===== src/rtl/prog_loader_pkg.sv =====
// rtl/prog_loader_pkg.sv - shared types and constants for the program-memory boot loader
package prog_loader_pkg;

  typedef enum logic [2:0] {
    S_LEN_HI,
    S_LEN_LO,
    S_DATA_HI,
    S_DATA_LO,
    S_CHK,
    S_DONE,
    S_ERR
  } loader_state_t;

  localparam int BYTES_PER_WORD = 2;

  function automatic int unsigned max_words(input int unsigned addr_w);
    return 32'd1 << addr_w;
  endfunction

endpackage


===== src/rtl/prog_loader.sv =====
// rtl/prog_loader.sv - receives a framed byte image, writes it to program memory and releases the CPU
// Frame: LEN(2, MSB first), N words (MSB first), CHK = XOR of all preceding frame bytes.
module prog_loader
  import prog_loader_pkg::*;
#(
  parameter int ADDR_W = 10,
  parameter int DATA_W = 16
) (
  input  logic              clk,
  input  logic              reset,
  input  logic              in_valid,
  input  logic [7:0]        in_byte,
  output logic              in_ready,
  output logic              mem_we,
  output logic [ADDR_W-1:0] mem_waddr,
  output logic [DATA_W-1:0] mem_wdata,
  output logic              cpu_reset,
  output logic              done,
  output logic              err
);

  localparam int CW = ADDR_W + 1;

  loader_state_t     state_q, state_d;
  logic [7:0]        hi_q, hi_d;
  logic [7:0]        xor_q, xor_d;
  logic [CW-1:0]     cnt_q, cnt_d;
  logic [CW-1:0]     n_q, n_d;
  logic              we_q, we_d;
  logic [ADDR_W-1:0] waddr_q, waddr_d;
  logic [DATA_W-1:0] wdata_q, wdata_d;

  logic              accept;
  logic [15:0]       len_full;
  logic [31:0]       len_ext;

  assign in_ready = (state_q != S_DONE) && (state_q != S_ERR);
  assign accept   = in_valid && in_ready;
  // hi_q holds either the LEN high byte or the data high byte, depending on state
  assign len_full = {hi_q, in_byte};
  assign len_ext  = {16'd0, len_full};

  always_comb begin
    state_d = state_q;
    hi_d    = hi_q;
    xor_d   = xor_q;
    cnt_d   = cnt_q;
    n_d     = n_q;
    we_d    = 1'b0;
    waddr_d = waddr_q;
    wdata_d = wdata_q;
    if (accept) begin
      if (state_q != S_CHK) begin
        xor_d = xor_q ^ in_byte;
      end
      case (state_q)
        S_LEN_HI: begin
          hi_d    = in_byte;
          state_d = S_LEN_LO;
        end
        S_LEN_LO: begin
          n_d = CW'(len_full);
          if (len_ext > max_words(ADDR_W)) begin
            state_d = S_ERR;
          end else if (len_full == 16'd0) begin
            state_d = S_CHK;
          end else begin
            state_d = S_DATA_HI;
          end
        end
        S_DATA_HI: begin
          hi_d    = in_byte;
          state_d = S_DATA_LO;
        end
        S_DATA_LO: begin
          we_d    = 1'b1;
          waddr_d = cnt_q[ADDR_W-1:0];
          wdata_d = DATA_W'({hi_q, in_byte});
          cnt_d   = cnt_q + CW'(1);
          state_d = (cnt_q == n_q - CW'(1)) ? S_CHK : S_DATA_HI;
        end
        S_CHK: begin
          state_d = (in_byte == xor_q) ? S_DONE : S_ERR;
        end
        default: begin
          state_d = state_q;
        end
      endcase
    end
  end

  always_ff @(posedge clk) begin
    if (reset) begin
      state_q <= S_LEN_HI;
      hi_q    <= '0;
      xor_q   <= '0;
      cnt_q   <= '0;
      n_q     <= '0;
      we_q    <= 1'b0;
      waddr_q <= '0;
      wdata_q <= '0;
    end else begin
      state_q <= state_d;
      hi_q    <= hi_d;
      xor_q   <= xor_d;
      cnt_q   <= cnt_d;
      n_q     <= n_d;
      we_q    <= we_d;
      waddr_q <= waddr_d;
      wdata_q <= wdata_d;
    end
  end

  assign mem_we    = we_q;
  assign mem_waddr = waddr_q;
  assign mem_wdata = wdata_q;
  assign done      = (state_q == S_DONE);
  assign err       = (state_q == S_ERR);
  // System reset is folded in so the CPU is held even before the loader's own reset lands
  assign cpu_reset = reset || (state_q != S_DONE);

endmodule


===== config.mk =====
export PLATFORM = sky130hd
export DESIGN_NAME = prog_loader
export DESIGN_NICKNAME = d
export VERILOG_FILES = /design/src/rtl/prog_loader_pkg.sv /design/src/rtl/prog_loader.sv
export SDC_FILE = /design/constraint.sdc
export NUM_CORES = 1
export LEC_CHECK = 0
export BUFFER_PORTS_ARGS = -buffer_cell sky130_fd_sc_hd__clkbuf_2
export CAP_MARGIN = 20
export CELL_PAD_IN_SITES_DETAIL_PLACEMENT = 1
export CELL_PAD_IN_SITES_GLOBAL_PLACEMENT = 1
export CORE_AREA = 5 5 87 89
export CTS_BUF_LIST = sky130_fd_sc_hd__clkbuf_2
export CTS_CLUSTER_DIAMETER = 50
export DETAILED_ROUTE_END_ITERATION = 10
export DIE_AREA = 0 0 92 94
export GPL_ROUTABILITY_DRIVEN = 0
export PLACE_DENSITY_LB_ADDON = 0.1
export SETUP_SLACK_MARGIN = 0.1
export SYNTH_ARGS = -nofsm -noshare
export SYNTH_HDL_FRONTEND = slang
export SYNTH_SLANG_ARGS = --single-unit

===== constraint.sdc =====
create_clock -name clk -period 6.1 [get_ports clk]
set_input_delay 0.61 -clock clk [delete_from_list [all_inputs] [get_ports clk]]
set_output_delay 0.61 -clock clk [all_outputs]
set_load 0.02 [all_outputs]

==> summary.txt <==
Clocking
  – Post-CTS sizing: 0
  – TritonCTS buffer count: 9
  – Max Buffers Root-to-Sink: 2
  – Clock latency on the worst-skew pair: 0.51 ns
  – Post-CTS Hold Buffers: 0
  – Root Buffer: clkbuf_2
  – H-tree levels: 3
  – Post-CTS setup buffers: 0
  – TritonCTS clock tree: yes
  – CTS clk-pin slew, worst paths: 0.21 ns
  – Clk sinks: 68

Power
  – Static Leakage: 1.39 nW
  – Worst VDD drop: 0.000129 V
  – Combinational Power Share: 12.5%
  – Internal: 599 uW
  – Switching share of power: 29.4%
  – Power per Cell Area: 248 nW/um^2
  – Clock network power share: 31.3%
  – Sequential power share: 56.2%
  – P_sw: 250 uW

Yosys
  – Synth Net Count: 394
  – Synth warnings: 0
  – Mean Syn Cell Area: 8.01 sq um
  – Asr flop ratio synth: 0%
  – Synth Instances: 381
  – EDFF count, synth: 0
  – Post-synthesis sequential area ratio: 44.6%
  – #FFs+latches synth: 68
  – Synth Cell Area: 3050 sq um
  – Post-synth cell types: 37
  – Synth Flop Type: dfxtp_1

Critical path
  – Buf+Inv Stages, Crit Path: 0
  – CP endpoint kind: flop
  – Setup Crit Path Kind: flop to flop
  – Top delay family on crit path: compound AO/OA/AOI/OAI gates
  – Reg2Reg Depth: 6
  – Worst EP arrival: 2.98 ns
  – Worst R2R Setup Slack: 3.56 ns
  – Crit path largest cell delay: 0.92 ns
  – Crit-path cells: nor4_1 -> a21boi_0 -> o211a_1 -> o2111ai_1 -> o31ai_1 -> a32o_2
  – Worst-path fanout max: 8
  – Crit path launch type: flop
  – Slowest cell on crit path: nor4_1
  – R2r endpoint: state_q[2]$_SDFFE_PP0P_
  – Worst reg2reg path startpoint: n_q[2]$_SDFFE_PP0P_
  – Critical Path RT: 6.54 ns

Place
  – Pre-CTS WS: 3.58 ns
  – PortBufs: 41
  – DPL Wire Length: 5.37 mm

STA
  – Final setup TNS: 0 ns
  – Fmax: 0.393 GHz
  – Final Max Tran Viols: 0
  – Post-route worst setup slack: 3.56 ns
  – Final setup fails: 0
  – Worst slew pin tran: 1.06 ns
  – Relative slew slack: 28.9%
  – Crit share post-route: 41.7%
  – Clock Skew: 0.0286 ns
  – Fin. Hold Viols: 0
  – Min Tclk post-route: 2.54 ns
  – RSZ-0062 raised after global routing: false

Global route
  – Initial antenna violation count: 0
  – Grt total ovfl: 0
  – Vias in the first global route: 2729
  – GRT Util Overall: 18.9%
  – Global-route wire length before repair: 13.0 mm
  – Largest net degree at the start of global routing: 69

Final layout
  – Area delta synth->final: 12.1%
  – Nets@finish: 428
  – Proportion of layout cells with a drive suffix above 1: 15.2%
  – ANT cells: 0
  – Fillcell total: 848

Routing
  – Routed wire per std cell: 15.3 um
  – Final ANT Viol Nets: 0
  – Via count: 2679
  – DRT Pass-1 Iters: 4
  – Number of remaining DRC errors: 0
  – Vias per cell: 5.36
  – WL final: 7.66 mm
  – Starting DRT DRC Count: 64

Flow run
  – Max-cap viol count: 0

Status
  – Result of the run: completed

Floorplan
  – # rows: 30
  – Core Box Area: 6680 sq um
  – Die width: 92 um
  – Initial Util: 45.7%
  – Die height: 94 um
  – Die ar.: 8650 sq um
  – I/O pins: 42

Min path
  – WHS Path Cells: 3
  – Min-delay src: in_byte[4]
  – Hold path endpoint: mem_wdata[4]$_SDFFE_PP0P_
  – Hold Path Class: input port to flop
[Yosys cell counts, drive strengths merged (2+ instances only)]
library cell | count | share of area, %
nand2 | 100 | 12
dfxtp | 68 | 45
a21oi | 45 | 7.4
nor2 | 28 | 3.4
xor2 | 24 | 6.9
clkbuf | 20 | 2.5
xnor2 | 11 | 3.2
mux2i | 10 | 3.3
o21ai | 7 | 1.1
nand3 | 6 | 0.98
nor4 | 6 | 1.2
inv | 5 | 0.62
nor3b | 5 | 1.2
or3 | 5 | 1.0
and3 | 4 | 0.82
nand4 | 4 | 0.82
nor2b | 4 | 0.82
nand2b | 3 | 0.62
nor3 | 3 | 0.49
a21boi | 2 | 0.49
and4b | 2 | 0.66
buf | 2 | 0.25
ha | 2 | 0.82
o211a | 2 | 0.66
o31ai | 2 | 0.49
[worst register-to-register path, delay by kind of cell (launching register included)]
kind | cells | cell delay [ns]
flip-flops | 1 | 0.42
AND/OR/NAND/NOR | 1 | 0.92
AO/OA/AOI/OAI | 5 | 1.13
[final cells by class]
type,instances,area (sq um),area share (%)
multi-input combinational,286,1590,46.4
sequential,68,1360,39.8
timing repair buffer,45,235,6.88
tap,80,100,2.93
clock inverter,6,65.1,1.90
clock buffer,10,50.0,1.46
inverter,5,18.8,0.549
[cell usage in the layout, fill, tap and decap left out, types with 2 or more instances in the layout]
master / instances
or3_1: 5
clkinv_4: 2
o21ai_0: 7
nor3_1: 3
nor3b_1: 5
a21oi_1: 45
inv_1: 5
and4b_1: 2
nand2_1: 100
nor4_1: 6
xor2_1: 24
nor2_1: 28
clkinv_2: 2
nand4_1: 4
nand2b_1: 3
and3_1: 4
nand3_1: 6
o31ai_1: 2
ha_1: 2
nor2b_1: 4
dfxtp_1: 68
o211a_1: 2
buf_4: 4
xnor2_1: 11
clkbuf_2: 51
mux2i_1: 10
[metal layers]
layer	up-vias	wire length (um)	global-route usage, %
met1	1295	3540	22.3
met3	10	130	2.88
met2	31	3870	33.7
met4	0	119	8.54
li1	1343	-	-
met5	-	0	0
[worst max path at each step]
stage                                    from                       to  slack (ns)  depth (start not counted)
after floorplan           n_q[0]$_SDFFE_PP0P_  state_q[2]$_SDFFE_PP0P_        3.95                          6
after global placement               in_valid    cnt_q[9]$_SDFFE_PP0P_        3.75                          8
after detailed placement  n_q[2]$_SDFFE_PP0P_  state_q[2]$_SDFFE_PP0P_        3.58                          6
after CTS                 n_q[2]$_SDFFE_PP0P_  state_q[2]$_SDFFE_PP0P_        3.57                          6
after global routing      n_q[2]$_SDFFE_PP0P_  state_q[2]$_SDFFE_PP0P_        3.36                          6
final                     n_q[2]$_SDFFE_PP0P_  state_q[2]$_SDFFE_PP0P_        3.56                          6
[flip-flops by register name (all words and copies together) (netlist names)]
| signal | count |
|---|---|
| mem_we | 1 |
| n_q | 11 |
| cnt_q | 11 |
| xor_q | 8 |
| mem_waddr | 10 |
| hi_q | 8 |
| state_q | 3 |
| mem_wdata | 16 |
[power groups by stage]
stage	Sequential [mW]	Clock, mW	Combinational, mW
2_1_floorplan	0.481	0	0.0800
3_3_place_gp	0.486	0	0.103
3_5_place_dp	0.486	0	0.107
4_1_cts	0.477	0.278	0.107
5_1_grt	0.481	0.298	0.119
6_report	0.477	0.266	0.106
[per-stage QoR]
stage | util (%) | instances | hold slack (ns) | area [sq um] | power, mW
2_1_floorplan | - | 381 | 0.444 | 3050 | 0.561
3_3_place_gp | 49.4 | 484 | 0.443 | 3300 | 0.589
3_5_place_dp | 49.4 | 484 | 0.448 | 3300 | 0.593
4_1_cts | 51.2 | 500 | 0.343 | 3420 | 0.863
5_1_grt | 51.2 | 500 | 0.369 | 3420 | 0.897
6_report | 51.2 | 500 | 0.391 | 3420 | 0.849
[cell families (layout without fill, tap and decap cells)]
group	count (synthesis)	count (layout)	synth area share, %
XOR/XNOR	35	35	10.0
multiplexers	10	10	3.28
adder cells (fa/ha/maj)	2	2	0.820
buffers and inverters	27	66	3.32
AND/OR/NAND/NOR	173	173	25.2
AO/OA/AOI/OAI	66	66	12.7
flip-flops	68	68	44.6
Note: power is estimated with default switching activity, not from simulation.
